--- config.mk ---
export PLATFORM = sky130hd
export DESIGN_NAME = bank_readout_scheduler
export DESIGN_NICKNAME = d
export VERILOG_FILES = /design/src/rtl/bank_readout_scheduler_pkg.sv /design/src/rtl/bank_readout_scheduler_shifter.sv /design/src/rtl/bank_readout_scheduler.sv
export SDC_FILE = /design/constraint.sdc
export NUM_CORES = 1
export LEC_CHECK = 0
export ABC_AREA = 1
export ABC_CLOCK_PERIOD_IN_PS = 1210
export CORE_ASPECT_RATIO = 0.9
export CORE_MARGIN = 2
export CORE_UTILIZATION = 45
export CTS_BUF_LIST = sky130_fd_sc_hd__clkbuf_16
export CTS_CLUSTER_SIZE = 40
export DETAILED_ROUTE_END_ITERATION = 16
export GPL_ROUTABILITY_DRIVEN = 0
export PLACE_DENSITY_LB_ADDON = 0.08
export SLEW_MARGIN = 20
export SYNTH_ARGS = -nofsm -noshare
export SYNTH_HDL_FRONTEND = slang
export SYNTH_SLANG_ARGS = --single-unit
--- constraint.sdc ---
create_clock -name input_acquisition_clk -period 1.21 [get_ports input_acquisition_clk]
set_input_delay 0.242 -clock input_acquisition_clk [delete_from_list [all_inputs] [get_ports input_acquisition_clk]]
set_output_delay 0.242 -clock input_acquisition_clk [all_outputs]
set_load 0.01 [all_outputs]
--- src/rtl/bank_readout_scheduler_pkg.sv ---
// Shared definitions for the ping-pong bank readout scheduler: reader FSM
// state codes and default geometry, used by the RTL and its bench alike.
package bank_readout_scheduler_pkg;

    localparam int DEF_WORD_W  = 7;
    localparam int DEF_N_WORDS = 16;

    typedef enum logic [2:0] {
        ST_IDLE    = 3'd0,
        ST_PENDING = 3'd1,
        ST_FETCH   = 3'd2,
        ST_LOAD    = 3'd3,
        ST_SHIFT   = 3'd4,
        ST_DONE    = 3'd5
    } readoutState_e;

endpackage

--- src/rtl/bank_readout_scheduler_shifter.sv ---
// Parallel-load, MSB-first shift register with a bit counter; lastBit_o
// marks that the next shift consumes the final bit of the word.
module readout_shifter
    import bank_readout_scheduler_pkg::*;
#(
    parameter int WORD_W = DEF_WORD_W
) (
    input  logic              clk_i,
    input  logic              reset_i,
    input  logic              load_i,
    input  logic              shift_i,
    input  logic [WORD_W-1:0] data_i,
    output logic              msb_o,
    output logic              lastBit_o
);

    localparam int CNT_W = $clog2(WORD_W + 1);

    logic [WORD_W-1:0] shiftReg_q;
    logic [CNT_W-1:0]  bitCnt_q;

    always_ff @(posedge clk_i) begin
        if (reset_i) begin
            shiftReg_q <= '0;
            bitCnt_q   <= '0;
        end else if (load_i) begin
            shiftReg_q <= data_i;
            bitCnt_q   <= '0;
        end else if (shift_i) begin
            shiftReg_q <= shiftReg_q << 1;
            bitCnt_q   <= bitCnt_q + CNT_W'(1);
        end
    end

    assign msb_o     = shiftReg_q[WORD_W-1];
    assign lastBit_o = (bitCnt_q == CNT_W'(WORD_W - 1));

endmodule

--- src/rtl/bank_readout_scheduler.sv ---
// Ping-pong bank controller: tracks writer/reader banks, swaps on frame
// completion, counts overruns and sequences the serial readout of a full bank.
module bank_readout_scheduler
    import bank_readout_scheduler_pkg::*;
#(
    parameter int WORD_W  = DEF_WORD_W,
    parameter int N_WORDS = DEF_N_WORDS,
    parameter int ADDR_W  = 4,
    parameter int OVR_W   = 8
) (
    input  logic              input_acquisition_clk,
    input  logic              reset,
    input  logic              frame_done,
    input  logic              readout_req,
    input  logic              bit_tick,
    input  logic [WORD_W-1:0] rd_data,
    output logic              write_bank,
    output logic              read_bank,
    output logic [ADDR_W-1:0] rd_addr,
    output logic [2:0]        state_reg_FSM,
    output logic              sending_pending,
    output logic              sending_started,
    output logic              sending_data,
    output logic              serial_out,
    output logic [OVR_W-1:0]  overrun_cnt
);

    localparam logic [ADDR_W-1:0] LAST_ADDR = ADDR_W'(N_WORDS - 1);

    readoutState_e     state_q, stateD;
    logic              writeBank_q, writeBankD;
    logic              readBank_q, readBankD;
    logic [1:0]        full_q, fullD, fullAfterDone;
    logic [ADDR_W-1:0] rdAddr_q, rdAddrD;
    logic [OVR_W-1:0]  overrunCnt_q, overrunD;
    logic              sendingPending_q, sendingStarted_q, sendingData_q;
    logic              startD, loadShift, doShift;
    logic              shiftMsb, lastBit;

    // A bank released by DONE is already free for a frame finishing this cycle.
    always_comb begin
        fullAfterDone = full_q;
        if (state_q == ST_DONE) fullAfterDone[readBank_q] = 1'b0;
        fullD      = fullAfterDone;
        writeBankD = writeBank_q;
        overrunD   = overrunCnt_q;
        if (frame_done) begin
            fullD[writeBank_q] = 1'b1;
            if (!fullAfterDone[~writeBank_q]) writeBankD = ~writeBank_q;
            else if (overrunCnt_q != '1)      overrunD   = overrunCnt_q + OVR_W'(1);
        end
    end

    always_comb begin
        stateD    = state_q;
        rdAddrD   = rdAddr_q;
        readBankD = readBank_q;
        startD    = 1'b0;
        loadShift = 1'b0;
        doShift   = 1'b0;
        case (state_q)
            ST_IDLE: begin
                if (full_q[~writeBank_q]) begin
                    readBankD = ~writeBank_q;
                    rdAddrD   = '0;
                    stateD    = ST_PENDING;
                end
            end
            ST_PENDING: begin
                if (readout_req) begin
                    startD = 1'b1;
                    stateD = ST_FETCH;
                end
            end
            ST_FETCH: stateD = ST_LOAD;
            ST_LOAD: begin
                loadShift = 1'b1;
                stateD    = ST_SHIFT;
            end
            ST_SHIFT: begin
                if (bit_tick) begin
                    doShift = 1'b1;
                    if (lastBit) begin
                        if (rdAddr_q == LAST_ADDR) begin
                            stateD = ST_DONE;
                        end else begin
                            rdAddrD = rdAddr_q + ADDR_W'(1);
                            stateD  = ST_FETCH;
                        end
                    end
                end
            end
            ST_DONE: stateD = ST_IDLE;
            default: stateD = ST_IDLE;
        endcase
    end

    always_ff @(posedge input_acquisition_clk) begin
        if (reset) begin
            state_q          <= ST_IDLE;
            writeBank_q      <= 1'b0;
            readBank_q       <= 1'b1;
            full_q           <= 2'b00;
            rdAddr_q         <= '0;
            overrunCnt_q     <= '0;
            sendingPending_q <= 1'b0;
            sendingStarted_q <= 1'b0;
            sendingData_q    <= 1'b0;
        end else begin
            state_q          <= stateD;
            writeBank_q      <= writeBankD;
            readBank_q       <= readBankD;
            full_q           <= fullD;
            rdAddr_q         <= rdAddrD;
            overrunCnt_q     <= overrunD;
            sendingPending_q <= (stateD == ST_PENDING);
            sendingStarted_q <= startD;
            sendingData_q    <= (stateD == ST_FETCH) || (stateD == ST_LOAD) ||
                                (stateD == ST_SHIFT) || (stateD == ST_DONE);
        end
    end

    readout_shifter #(.WORD_W(WORD_W)) uShifter (
        .clk_i     (input_acquisition_clk),
        .reset_i   (reset),
        .load_i    (loadShift),
        .shift_i   (doShift),
        .data_i    (rd_data),
        .msb_o     (shiftMsb),
        .lastBit_o (lastBit)
    );

    assign write_bank      = writeBank_q;
    assign read_bank       = readBank_q;
    assign rd_addr         = rdAddr_q;
    assign state_reg_FSM   = state_q;
    assign sending_pending = sendingPending_q;
    assign sending_started = sendingStarted_q;
    assign sending_data    = sendingData_q;
    assign serial_out      = (state_q == ST_SHIFT) && shiftMsb;
    assign overrun_cnt     = overrunCnt_q;

endmodule

# Yosys cells after proc, flatten, opt, wreduce, memory -nomap -nowiden
# Cells that the tools add are included.
# word_totals
register_bits,32
latchBits,0
mem_bits_rw,0
mem_bits_ro,0
in_bits,12
out_inout_bits,21
word_cells,84
memories,0
# op_classes
n_addsub,3
mul,0
n_div,0
order_cmp,5
n_eq_ne,17
n_shift,0
muxes,27
n_bitwise,6
reduce_logical,15
# op_table
op,count
$mux W4,4
$eq A3 B3 Y1 const B,5
$mux W3,5
$pmux W3 S5,1
$mux W7,2
$eq A3 B2 Y1 const B,4
$mux W1,10
$add A8 B1 Y8 const B,1
$ne A2 B2 Y1 const B,4
$ne A8 B8 Y1 const B,1
$pmux W4 S2,1
$eq A3 B1 Y1 const B,2
$lt A1 B2 Y1 const B,3
$reduce_and A5 Y1,1
$add A4 B1 Y4 const B,1
$eq A4 B4 Y1 const B,1
$mux W2,2
$reduce_and A2 Y1,2
$reduce_bool A2 Y1,2
$reduce_or A2 Y1,2
$add A3 B1 Y3 const B,1
$logic_and A1 B1 Y1,3
$logic_not A3 Y1,1
$logic_or A1 B1 Y1,3
other kinds (7),11

# Logic depth before layout (Yosys ltp)
# Gate-level depths: netlist of run 1.
# depth
depth_word,11
ltp_mapped,10
ltp_nobuf,10

# Modules after synthesis
# A second synthesis of run 1 with hierarchy kept.
# unflattened
hier_cells,235
area_unflattened_um2,1716.6
# by_module_without_submodules
mod,n_inst,cells_each,area_per_inst_um2,seq_area_each_um2
bank_readout_scheduler,1,166,1212.4,440.4
readout_shifter,1,69,504.2,200.2

# Least setup slack after synthesis of run 1
# Ideal clock, no wire load.
# synth_path
path_kind,input to register
start,in rd_addr[0]
end,"reg rdAddr_q[1], in the netlist rd_addr[1]"
setup_time_ns,0.116
t_arrival_ns,1.260
required_time_ns,1.094
setup_slack_ns,-0.166
path_stages,9
path_buffers,0
path_cell_list,dfxtp_1 ha_1 nand3_1 nand2_1 nor2_2 nor2_2 inv_2 o21ai_0 nor2_1
# synth_via
elab_chain_len,5
word_cells_on_any_way,8
classes_between,1 x add/sub; 2 x eq/ne; 4 x mux; 1 x reduce/logical
# synth_lines
item,line,source
from (decl),bank_readout_scheduler.sv:19,"output logic [ADDR_W-1:0] rd_addr,"
$add A4 B1 Y4,bank_readout_scheduler.sv:87,rdAddrD = rdAddr_q + ADDR_W'(1);
$mux W4,bank_readout_scheduler.sv:84,if (rdAddr_q == LAST_ADDR) begin
$mux W4,bank_readout_scheduler.sv:83,if (lastBit) begin
$mux W4,bank_readout_scheduler.sv:81,if (bit_tick) begin
$pmux W4 S2,bank_readout_scheduler.sv:61,case (state_q)
to (signal assigned),bank_readout_scheduler.sv:114,rdAddr_q <= rdAddrD;
to (decl),bank_readout_scheduler.sv:34,"logic [ADDR_W-1:0] rdAddr_q, rdAddrD;"
# Parallel ways exist; a longest one is shown, timed or not. The select of a mux whose other input is x is not followed.
# A chain may end at the register's enable or synchronous reset.

# Worst setup path after layout of run 1
# layout_path
start,in state_reg_FSM[1]
end,"reg overrunCnt_q[6], in the netlist overrun_cnt[6]"
# layout_via
elab_chain_len,5
# layout_lines
item,line,source
from (decl),bank_readout_scheduler.sv:20,"output logic [2:0] state_reg_FSM,"
$eq A3 B3 Y1,bank_readout_scheduler.sv:43,if (state_q == ST_DONE) fullAfterDone[readBank_q] = 1'b0;
$mux W2,bank_readout_scheduler.sv:43,
$mux W1 (implied by the code) (2 in a row),bank_readout_scheduler.sv:49,if (!fullAfterDone[~writeBank_q]) writeBankD = ~writeBank_q;
$reduce_and A3 Y1 (no source line),n/a,
to (signal assigned),bank_readout_scheduler.sv:115,overrunCnt_q <= overrunD;
to (decl),bank_readout_scheduler.sv:35,"logic [OVR_W-1:0] overrunCnt_q, overrunD;"
# No other way between the ends. The select of a mux whose other input is x is not followed.

==> results of run 1 <==
-- worst paths after layout --
kind | end | cells past startpoint | slack [ns]
worst min register to register | uShifter.shiftReg_q[0]$_SDFFE_PP0P_ | 2 | 0.47
worst max-delay path | overrun_cnt[6]$_SDFFE_PP0P_ | 8 | -0.16
worst max register to register | overrun_cnt[6]$_SDFFE_PP0P_ | 8 | -0.16
worst min-delay path | uShifter.bitCnt_q[0]$_SDFFE_PP0P_ | 5 | 0.46
-- kinds of logic (layout without fill, tap and decap cells) --
kind of cell	after synthesis	in the layout	synth area share
AOI/OAI and AO/OA	35	35	0.127
buffers and inverters	28	115	0.0717
adders and majority gates	4	4	0.0319
DFF	32	32	0.408
xor gates and xnor gates	5	5	0.0279
and+or+nand+nor	112	112	0.334
-- per-layer routing --
| layer | vias up | part of all wire | track usage |
|---|---|---|---|
| met5 | - | 0 | 0 |
| met4 | 0 | 0.021 | 0.105 |
| met3 | 14 | 0.051 | 0.0452 |
| met2 | 61 | 0.48 | 0.347 |
| met1 | 843 | 0.44 | 0.306 |
| li1 | 888 | - | - |
-- sequential cells by signal, indices dropped and copies added, names as in the netlist --
name                 count
overrun_cnt              8
sending_data             1
uShifter.bitCnt_q        3
state_reg_FSM            3
sending_pending          1
read_bank                1
write_bank               1
sending_started          1
rd_addr                  4
full_q                   2
uShifter.shiftReg_q      7
-- power groups by stage --
stage          clock network (mW)  registers, mW  logic, mW
2_1_floorplan                   0           1.17      0.197
3_3_place_gp                    0           1.15      0.447
3_5_place_dp                    0           1.15      0.452
4_1_cts                      1.19           1.13      0.481
5_1_grt                      1.25           1.14      0.627
6_report                     1.19           1.14      0.591
-- synthesized netlist by cell type (all sizes together) --
cell type	instances	area share
a211oi	1	0.0048
a21oi	20	0.066
a31oi	6	0.024
buf	1	0.0072
clkbuf	3	0.0072
dfxtp	32	0.41
ha	4	0.032
inv	24	0.057
nand2	60	0.16
nand3	24	0.080
nand3b	1	0.0048
nand4	2	0.0080
nor2	21	0.069
nor3	3	0.013
o211ai	3	0.014
o21ai	4	0.013
o21bai	1	0.0048
or2	1	0.0040
xnor2	3	0.017
xor2	2	0.011
-- worst max-delay path: cells and delay by family (launching register included) --
kind,cells,cell delay (ns)
AO/OA/AOI/OAI,1,0.06
flip-flops,1,0.34
buffers and inverters,3,0.34
AND/OR/NAND/NOR,4,0.51
-- stage by stage --
step | hold slack, ns | power (mW) | setup TNS (ns) | utilization | std cells
after floorplan | 0.385 | 1.36 | -0.0580 | - | 216
after global placement | 0.462 | 1.60 | -6.26 | 0.688 | 327
after detailed placement | 0.470 | 1.60 | -6.75 | 0.688 | 327
after CTS | 0.476 | 2.80 | -1.27 | 0.756 | 341
after global routing | 0.481 | 3.02 | -3.60 | 0.831 | 347
final | 0.456 | 2.92 | -1.89 | 0.831 | 347
-- repair_timing --
| item | CTS | global route |
|---|---|---|
| setup endpoints to repair | 48 | 32 |
| gates resized for setup | 71 | 60 |
| gates cloned | 0 | 1 |
| pin swaps | 16 | 34 |
| buffers inserted | 6 | 7 |
-- layout make-up --
| type | instances | area (µm²) |
|---|---|---|
| Sequential cell | 32 | 667 |
| Clock inverter | 3 | 11.3 |
| Clock buffer | 5 | 125 |
| Fill cell | 207 | 568 |
| Inverter | 24 | 113 |
| Timing Repair inverter | 1 | 5.00 |
| Multi-Input combinational cell | 156 | 1100 |
| Tap cell | 44 | 55.1 |
| Timing Repair Buffer | 82 | 708 |
-- cell usage in the layout, fill, tap and decap left out, drive strengths merged, types with 2 or more instances in the layout --
cell type       n
clkdlybuf4s50  10
clkinv          3
buf            57
dlygate4sd2    14
nand4           2
nor2           21
o21ai           4
inv            25
a31oi           6
dfxtp          32
xnor2           3
nor3            3
o211ai          3
nand2          60
clkbuf          5
ha              4
xor2            2
nand3          24
a21oi          20
==> flow_summary.html, run 1 <==
<table>
<tr><th>Metric</th><th>Value</th></tr>
<tr><th colspan="2">Run status</th></tr>
<tr><td>Run status</td><td>finished, violations left</td></tr>
<tr><td>Failing checks</td><td>setup timing</td></tr>
<tr><th colspan="2">Yosys</th></tr>
<tr><td>Number of instances in the synthesized netlist</td><td>216</td></tr>
<tr><td>FF+latch count, synth</td><td>32</td></tr>
<tr><td>Area of the mapped netlist</td><td>0.00157 mm²</td></tr>
<tr><td>Post-synth net total</td><td>232</td></tr>
<tr><td>Ys Warns</td><td>0</td></tr>
<tr><td>Number of distinct library cell variants in the gate-level netlist after synthesis</td><td>30</td></tr>
<tr><td>Post-synthesis sequential area ratio</td><td>0.408</td></tr>
<tr><td>Mean Syn Cell Area</td><td>7.27 µm²</td></tr>
<tr><th colspan="2">Power and ir drop</th></tr>
<tr><td>Worst vdd ir</td><td>0.797 mV</td></tr>
<tr><td>Net switching fraction of the power</td><td>0.276</td></tr>
<tr><td>Internal power summed over all cells</td><td>2.11 mW</td></tr>
<tr><td>Static leakage power</td><td>1.22 nW</td></tr>
<tr><td>P per Cell Area</td><td>1050 mW/mm²</td></tr>
<tr><td>Portion of total power attributed to sequential cells</td><td>0.390</td></tr>
<tr><td>Combinational Power Share</td><td>0.203</td></tr>
<tr><td>Fraction of power consumed by the clock network</td><td>0.407</td></tr>
<tr><td>Switching power total</td><td>0.803 mW</td></tr>
<tr><th colspan="2">Final layout</th></tr>
<tr><td>Share of layout cells above drive strength 1</td><td>0.482</td></tr>
<tr><td>Number of antenna diodes</td><td>0</td></tr>
<tr><td>Final instance area</td><td>0.00279 mm²</td></tr>
<tr><td>Relative area change from synthesis to final layout</td><td>77.4%</td></tr>
<tr><td>Number of nets at the end of the flow</td><td>318</td></tr>
<tr><th colspan="2">Timing</th></tr>
<tr><td>Final worst-path cycle share</td><td>1.13</td></tr>
<tr><td>Final Hold Viols</td><td>0</td></tr>
<tr><td>Worst-margin pin slew</td><td>0.269 ns</td></tr>
<tr><td>Setup repair after global routing missed its margin</td><td>yes</td></tr>
<tr><td>Worst slew margin relative to its limit</td><td>0.820</td></tr>
<tr><td>Final slew viol count</td><td>0</td></tr>
<tr><td>Finish-stage setup viols</td><td>25</td></tr>
<tr><td>Post-layout minimum cycle time</td><td>1.37 ns</td></tr>
<tr><td>Fmax</td><td>731 MHz</td></tr>
<tr><td>Maximum clock skew at final layout</td><td>0.00476 ns</td></tr>
<tr><td>Final WS setup</td><td>-0.157 ns</td></tr>
<tr><th colspan="2">Placed design</th></tr>
<tr><td>Placed instance area</td><td>0.00231 mm²</td></tr>
<tr><td>Buffers added on ports</td><td>32</td></tr>
<tr><td>Place WS</td><td>-0.387 ns</td></tr>
<tr><td>Detailed placer's ending HPWL</td><td>2.92 mm</td></tr>
<tr><th colspan="2">Setup path</th></tr>
<tr><td>Worst setup startpoint</td><td>state_reg_FSM[1]$_SDFF_PP0_</td></tr>
<tr><td>Critical Setup Path Class</td><td>reg2reg</td></tr>
<tr><td>Peak per-stage delay on the critical path</td><td>0.34 ns</td></tr>
<tr><td>Slowest-stage cell, CP</td><td>sky130_fd_sc_hd__dfxtp_2</td></tr>
<tr><td>Launch instance of the worst register-to-register path</td><td>state_reg_FSM[1]$_SDFF_PP0_</td></tr>
<tr><td>CP arrival</td><td>1.53 ns</td></tr>
<tr><td>Critical Path, Cell by Cell</td><td>buf_6 -&gt; inv_4 -&gt; nand4_1 -&gt; nand3_2 -&gt; nand2_4 -&gt; buf_4 -&gt; nand3_1 -&gt; a21oi_1</td></tr>
<tr><td>Critical Path End Type</td><td>flop</td></tr>
<tr><td>Critical path fanouts, max</td><td>4</td></tr>
<tr><td>Critical path data required time</td><td>1.37 ns</td></tr>
<tr><td>Type of origin of the critical path</td><td>flop</td></tr>
<tr><th colspan="2">Floorplan</th></tr>
<tr><td>Die Span Y</td><td>60.0 µm</td></tr>
<tr><td>Overall die area</td><td>0.00398 mm²</td></tr>
<tr><td># IOs</td><td>33</td></tr>
<tr><td>Total number of placement rows</td><td>20</td></tr>
<tr><td>Die Width</td><td>66.3 µm</td></tr>
<tr><td>Area of the placeable core</td><td>0.00335 mm²</td></tr>
<tr><td>Starting density of the core</td><td>0.468</td></tr>
<tr><th colspan="2">Global route</th></tr>
<tr><td>Total overflow reported by the global router</td><td>0</td></tr>
<tr><td>Via count of the first global-routing pass</td><td>1490</td></tr>
<tr><td>Total track usage</td><td>0.226</td></tr>
<tr><td>Antenna violations before repair</td><td>0</td></tr>
<tr><td>Wire length of the first global-routing pass</td><td>6.69 mm</td></tr>
<tr><td>Pin count of the biggest net entering global routing</td><td>14</td></tr>
<tr><th colspan="2">Clocking</th></tr>
<tr><td>Clk_lat worst skew</td><td>0.28 ns</td></tr>
<tr><td>Clk slew on worst S/H paths</td><td>0.05 ns</td></tr>
<tr><td>Number of sinks handled by clock tree synthesis</td><td>32</td></tr>
<tr><td>Number of buffers inserted for hold repair after clock tree synthesis</td><td>0</td></tr>
<tr><td>Clock tree from TritonCTS</td><td>built</td></tr>
<tr><td>H-tree depth</td><td>2</td></tr>
<tr><td>Cell at the root of the clock tree</td><td>sky130_fd_sc_hd__clkbuf_16</td></tr>
<tr><td>Worst-case clock buffer depth</td><td>2</td></tr>
<tr><td>CTS buffer count</td><td>5</td></tr>
<tr><th colspan="2">Detailed routing</th></tr>
<tr><td>DRC</td><td>0</td></tr>
<tr><td>Average wire per standard cell</td><td>14.6 µm</td></tr>
<tr><td>Overall via count from detail_route</td><td>1806</td></tr>
<tr><td>Detailed-route wire length</td><td>5.07 mm</td></tr>
<tr><td>Vias per Instance</td><td>5.20</td></tr>
<tr><td>Iteration-0 DRC count of the detailed router</td><td>203</td></tr>
<tr><td>Antenna Violating Nets Remaining</td><td>0</td></tr>
<tr><td>Pre-Repair DR Iteration Count</td><td>5</td></tr>
<tr><th colspan="2">Min path</th></tr>
<tr><td>Startpoint of the worst hold path</td><td>bit_tick</td></tr>
<tr><td>Min-Delay Path Class</td><td>in2reg</td></tr>
<tr><th colspan="2">Job</th></tr>
<tr><td>Number of violations of the max-capacitance limit</td><td>0</td></tr>
</table>
Power figures use the tool's default switching activity.
==> run 2, diff against run 1 <==
--- a/config.mk
+++ b/config.mk
@@ -7,14 +7,14 @@
 export LEC_CHECK = 0
 export ABC_AREA = 1
 export ABC_CLOCK_PERIOD_IN_PS = 1210
-export CORE_ASPECT_RATIO = 0.9
 export CORE_MARGIN = 2
 export CORE_UTILIZATION = 45
 export CTS_BUF_LIST = sky130_fd_sc_hd__clkbuf_16
 export CTS_CLUSTER_SIZE = 40
 export DETAILED_ROUTE_END_ITERATION = 16
 export GPL_ROUTABILITY_DRIVEN = 0
-export PLACE_DENSITY_LB_ADDON = 0.08
+export GPL_TIMING_DRIVEN = 0
+export PLACE_DENSITY = 0.76
 export SLEW_MARGIN = 20
 export SYNTH_ARGS = -nofsm -noshare
 export SYNTH_HDL_FRONTEND = slang
==> run 2 against run 1 <==
  * The flow still finishes with violations (setup timing)
  * Core utilization is 11 points lower
  * Design area fell by 14%
  * Sequential cell count stayed put
  * Hold slack got worse by 0.089 ns
  * Critical endpoint is now rd_addr[3]$_SDFFE_PP0P_
  * Largest cell class unchanged
  * Largest power group unchanged
==> flow_summary.html, run 2 (synthesized netlist as in run 1, its figures left out) <==
<table>
<tr><th>Metric</th><th>Value</th></tr>
<tr><th colspan="2">Power and ir drop</th></tr>
<tr><td>Worst vdd ir</td><td>0.972 mV (+22%)</td></tr>
<tr><td>Portion of total power attributed to sequential cells</td><td>0.417 (+0.027)</td></tr>
<tr><td>P per Cell Area</td><td>1140 mW/mm² (+8.6%)</td></tr>
<tr><td>Switching power total</td><td>0.715 mW (-11%)</td></tr>
<tr><td>Net switching fraction of the power</td><td>0.263 (-0.0129)</td></tr>
<tr><td>Internal power summed over all cells</td><td>2.01 mW (-5.0%)</td></tr>
<tr><td>Fraction of power consumed by the clock network</td><td>0.438 (+0.031)</td></tr>
<tr><td>Static leakage power</td><td>1.01 nW (-17%)</td></tr>
<tr><td>Combinational Power Share</td><td>0.145 (-0.058)</td></tr>
<tr><th colspan="2">Placed design</th></tr>
<tr><td>Detailed placer's ending HPWL</td><td>2.48 mm (-15%)</td></tr>
<tr><td>Placed instance area</td><td>0.00200 mm² (-13%)</td></tr>
<tr><td>Buffers added on ports</td><td>31 (-3.1%)</td></tr>
<tr><td>Place WS</td><td>-0.414 ns (-0.0270 ns)</td></tr>
<tr><th colspan="2">Clocking</th></tr>
<tr><td>Clk slew on worst S/H paths</td><td>0.05 ns (about the same)</td></tr>
<tr><td>CTS buffer count</td><td>5 (unchanged)</td></tr>
<tr><td>Worst-case clock buffer depth</td><td>2 (unchanged)</td></tr>
<tr><td>H-tree depth</td><td>2 (unchanged)</td></tr>
<tr><td>Clock tree from TritonCTS</td><td>built</td></tr>
<tr><td>Cell at the root of the clock tree</td><td>sky130_fd_sc_hd__clkbuf_16</td></tr>
<tr><td>Number of sinks handled by clock tree synthesis</td><td>32 (unchanged)</td></tr>
<tr><td>Clk_lat worst skew</td><td>0.28 ns (about the same)</td></tr>
<tr><th colspan="2">Timing</th></tr>
<tr><td>Final WS setup</td><td>-0.123 ns (+0.0339 ns)</td></tr>
<tr><td>Final worst-path cycle share</td><td>1.10 (-0.0280)</td></tr>
<tr><td>Final Hold Viols</td><td>0 (unchanged)</td></tr>
<tr><td>Sum of negative setup slack</td><td>-1.70 ns (+0.185 ns)</td></tr>
<tr><td>Final slew viol count</td><td>0 (unchanged)</td></tr>
<tr><td>Finish-stage setup viols</td><td>25 (unchanged)</td></tr>
<tr><td>Setup repair after global routing missed its margin</td><td>yes</td></tr>
<tr><td>Worst slew margin relative to its limit</td><td>0.610 (-0.210)</td></tr>
<tr><td>Post-layout minimum cycle time</td><td>1.33 ns (-0.0339 ns)</td></tr>
<tr><td>Maximum clock skew at final layout</td><td>0.00483 ns (+0.0000745 ns)</td></tr>
<tr><td>Fmax</td><td>750 MHz (+2.5%)</td></tr>
<tr><td>Worst-margin pin slew</td><td>0.585 ns (+0.316 ns)</td></tr>
<tr><th colspan="2">Detailed routing</th></tr>
<tr><td>Detailed-route wire length</td><td>4.23 mm (-16%)</td></tr>
<tr><td>Antenna Violating Nets Remaining</td><td>0 (unchanged)</td></tr>
<tr><td>Average wire per standard cell</td><td>13.5 µm (-7.7%)</td></tr>
<tr><td>Overall via count from detail_route</td><td>1628 (-9.9%)</td></tr>
<tr><td>DRC</td><td>0 (unchanged)</td></tr>
<tr><td>Iteration-0 DRC count of the detailed router</td><td>149 (-27%)</td></tr>
<tr><td>Pre-Repair DR Iteration Count</td><td>4 (-1)</td></tr>
<tr><td>Vias per Instance</td><td>5.18 (-0.38%)</td></tr>
<tr><th colspan="2">Final layout</th></tr>
<tr><td>Number of antenna diodes</td><td>0 (unchanged)</td></tr>
<tr><td>Share of layout cells above drive strength 1</td><td>0.299 (-0.183)</td></tr>
<tr><td>Final instance area</td><td>0.00239 mm² (-14%)</td></tr>
<tr><td>Most frequent standard cell in the layout excluding fill and tap cells</td><td>sky130_fd_sc_hd__nand2_1</td></tr>
<tr><td>Relative area change from synthesis to final layout</td><td>52.5%</td></tr>
<tr><td>Number of nets at the end of the flow</td><td>283 (-11%)</td></tr>
<tr><td>Commonest cells after routing, fill and taps aside</td><td>sky130_fd_sc_hd__nand2_1 (51), sky130_fd_sc_hd__nand3_1 (19), sky130_fd_sc_hd__inv_1 (16), sky130_fd_sc_hd__dfxtp_1 (16), sky130_fd_sc_hd__dlygate4sd2_1 (15)</td></tr>
<tr><td>Flip-flop count of the largest register after layout</td><td>8 (unchanged)</td></tr>
<tr><th colspan="2">Floorplan</th></tr>
<tr><td>Area of the placeable core</td><td>0.00334 mm² (-0.49%)</td></tr>
<tr><td>Die Span Y</td><td>63.1 µm (+5.0%)</td></tr>
<tr><td>Total number of placement rows</td><td>21 (+5.0%)</td></tr>
<tr><td>Overall die area</td><td>0.00398 mm² (about the same)</td></tr>
<tr><td>Starting density of the core</td><td>0.471 (+0.00228)</td></tr>
<tr><td>Die Width</td><td>63.1 µm (-4.8%)</td></tr>
<tr><td># IOs</td><td>33 (unchanged)</td></tr>
<tr><th colspan="2">Setup path</th></tr>
<tr><td>Critical Path End Type</td><td>flop</td></tr>
<tr><td>Slowest-stage cell, CP</td><td>sky130_fd_sc_hd__dfxtp_2</td></tr>
<tr><td>Critical Setup Path Class</td><td>reg2reg</td></tr>
<tr><td>Cell with the most instances on the worst path</td><td>sky130_fd_sc_hd__nor2_4</td></tr>
<tr><td>Critical path data required time</td><td>1.42 ns (+0.05 ns)</td></tr>
<tr><td>Worst Reg2Reg Path Length in Cells</td><td>10 (+2)</td></tr>
<tr><td>Peak per-stage delay on the critical path</td><td>0.32 ns (-0.02 ns)</td></tr>
<tr><td>Critical path fanouts, max</td><td>5 (+1)</td></tr>
<tr><td>CP arrival</td><td>1.54 ns (about the same)</td></tr>
<tr><td>Critical Path, Cell by Cell</td><td>inv_2 -&gt; ha_4 -&gt; nand2_4 -&gt; nor2_4 -&gt; nand2_4 -&gt; nor2_4 -&gt; nor2_4 -&gt; inv_2 -&gt; nand2_2 -&gt; a21oi_2</td></tr>
<tr><td>Type of origin of the critical path</td><td>flop</td></tr>
<tr><th colspan="2">Global route</th></tr>
<tr><td>Fraction of met2 tracks used by global routing</td><td>0.376 (+0.0292)</td></tr>
<tr><td>Total overflow reported by the global router</td><td>0 (unchanged)</td></tr>
<tr><td>Wire length of the first global-routing pass</td><td>6.75 mm (+0.82%)</td></tr>
<tr><td>Met1 capacity usage during global routing</td><td>0.244 (-0.0618)</td></tr>
<tr><td>Met3 usage</td><td>0.0571 (+0.0119)</td></tr>
<tr><td>Total track usage</td><td>0.217 (-0.00933)</td></tr>
<tr><td>Routing layer with the top usage in global route</td><td>met2</td></tr>
<tr><td>Pin count of the biggest net entering global routing</td><td>11 (-3)</td></tr>
<tr><td>Via count of the first global-routing pass</td><td>1516 (+1.7%)</td></tr>
<tr><td>Antenna violations before repair</td><td>0 (unchanged)</td></tr>
<tr><th colspan="2">Run status</th></tr>
<tr><td>Run status</td><td>finished, violations left</td></tr>
<tr><td>Failing checks</td><td>setup timing</td></tr>
<tr><th colspan="2">Min path</th></tr>
<tr><td>Min-Delay Path Class</td><td>in2reg</td></tr>
<tr><td>Number of instances on the worst hold path</td><td>2 (-3)</td></tr>
<tr><th colspan="2">Job</th></tr>
<tr><td>Number of violations of the max-capacitance limit</td><td>0 (unchanged)</td></tr>
</table>
-- run 2: worst paths after layout --
kind / start / slack, ns / to
hold / removal: reset / 0.37 / uShifter.shiftReg_q[2]$_SDFFE_PP0P_
setup / recovery: uShifter.bitCnt_q[0]$_SDFFE_PP0P_ / -0.12 / rd_addr[3]$_SDFFE_PP0P_
setup reg to reg: uShifter.bitCnt_q[0]$_SDFFE_PP0P_ / -0.12 / rd_addr[3]$_SDFFE_PP0P_
hold reg to reg: uShifter.shiftReg_q[0]$_SDFFE_PP0P_ / 0.46 / uShifter.shiftReg_q[0]$_SDFFE_PP0P_
-- run 2: worst max-delay path, delay by kind of cell (launching register included) --
kind	cells	cell delay, ns
buffers and inverters	2	0.14
AO/OA/AOI/OAI	1	0.13
AND/OR/NAND/NOR	6	0.54
flip-flops	1	0.32
adder cells (fa/ha/maj)	1	0.14
-- run 2: power groups by stage --
stage                     clock network [mW]  registers, mW  logic (mW)
after floorplan                            0           1.17       0.197
after global routing                    1.27           1.14       0.430
final                                   1.19           1.14       0.393
after CTS                               1.20           1.13       0.386
after global placement                     0           1.15       0.354
after detailed placement                   0           1.15       0.358
-- run 2: through the flow --
stage	total power, mW	util	instances	hold slack (ns)
2_1_floorplan	1.36	-	216	0.385
3_3_place_gp	1.51	0.600	293	0.449
3_5_place_dp	1.51	0.600	293	0.457
4_1_cts	2.72	0.689	310	0.350
5_1_grt	2.84	0.718	314	0.394
6_report	2.72	0.718	314	0.366
-- run 2: cell type report --
type / instances / area (µm²)
inverter: 24 / 100
multi-input combinational: 156 / 972
clock inverter: 3 / 13.8
tap: 46 / 57.6
sequential: 32 / 673
timing repair buffer: 45 / 442
clock buffer: 5 / 125
fill: 258 / 942
buffer: 3 / 11.3
-- run 2: routing by layer --
| layer | vias up | routed length (µm) |
|---|---|---|
| met5 | - | 0 |
| li1 | 813 | - |
| met4 | 0 | 108 |
| met3 | 10 | 219 |
| met1 | 753 | 1770 |
| met2 | 52 | 2140 |
-- run 2: repair_timing --
item,CTS,global route
pin swaps,18,11
gates resized for setup,56,19
cloned,1,0
setup buffers,8,5
endpoints found under the setup margin,46,36
hold buffers,0,0
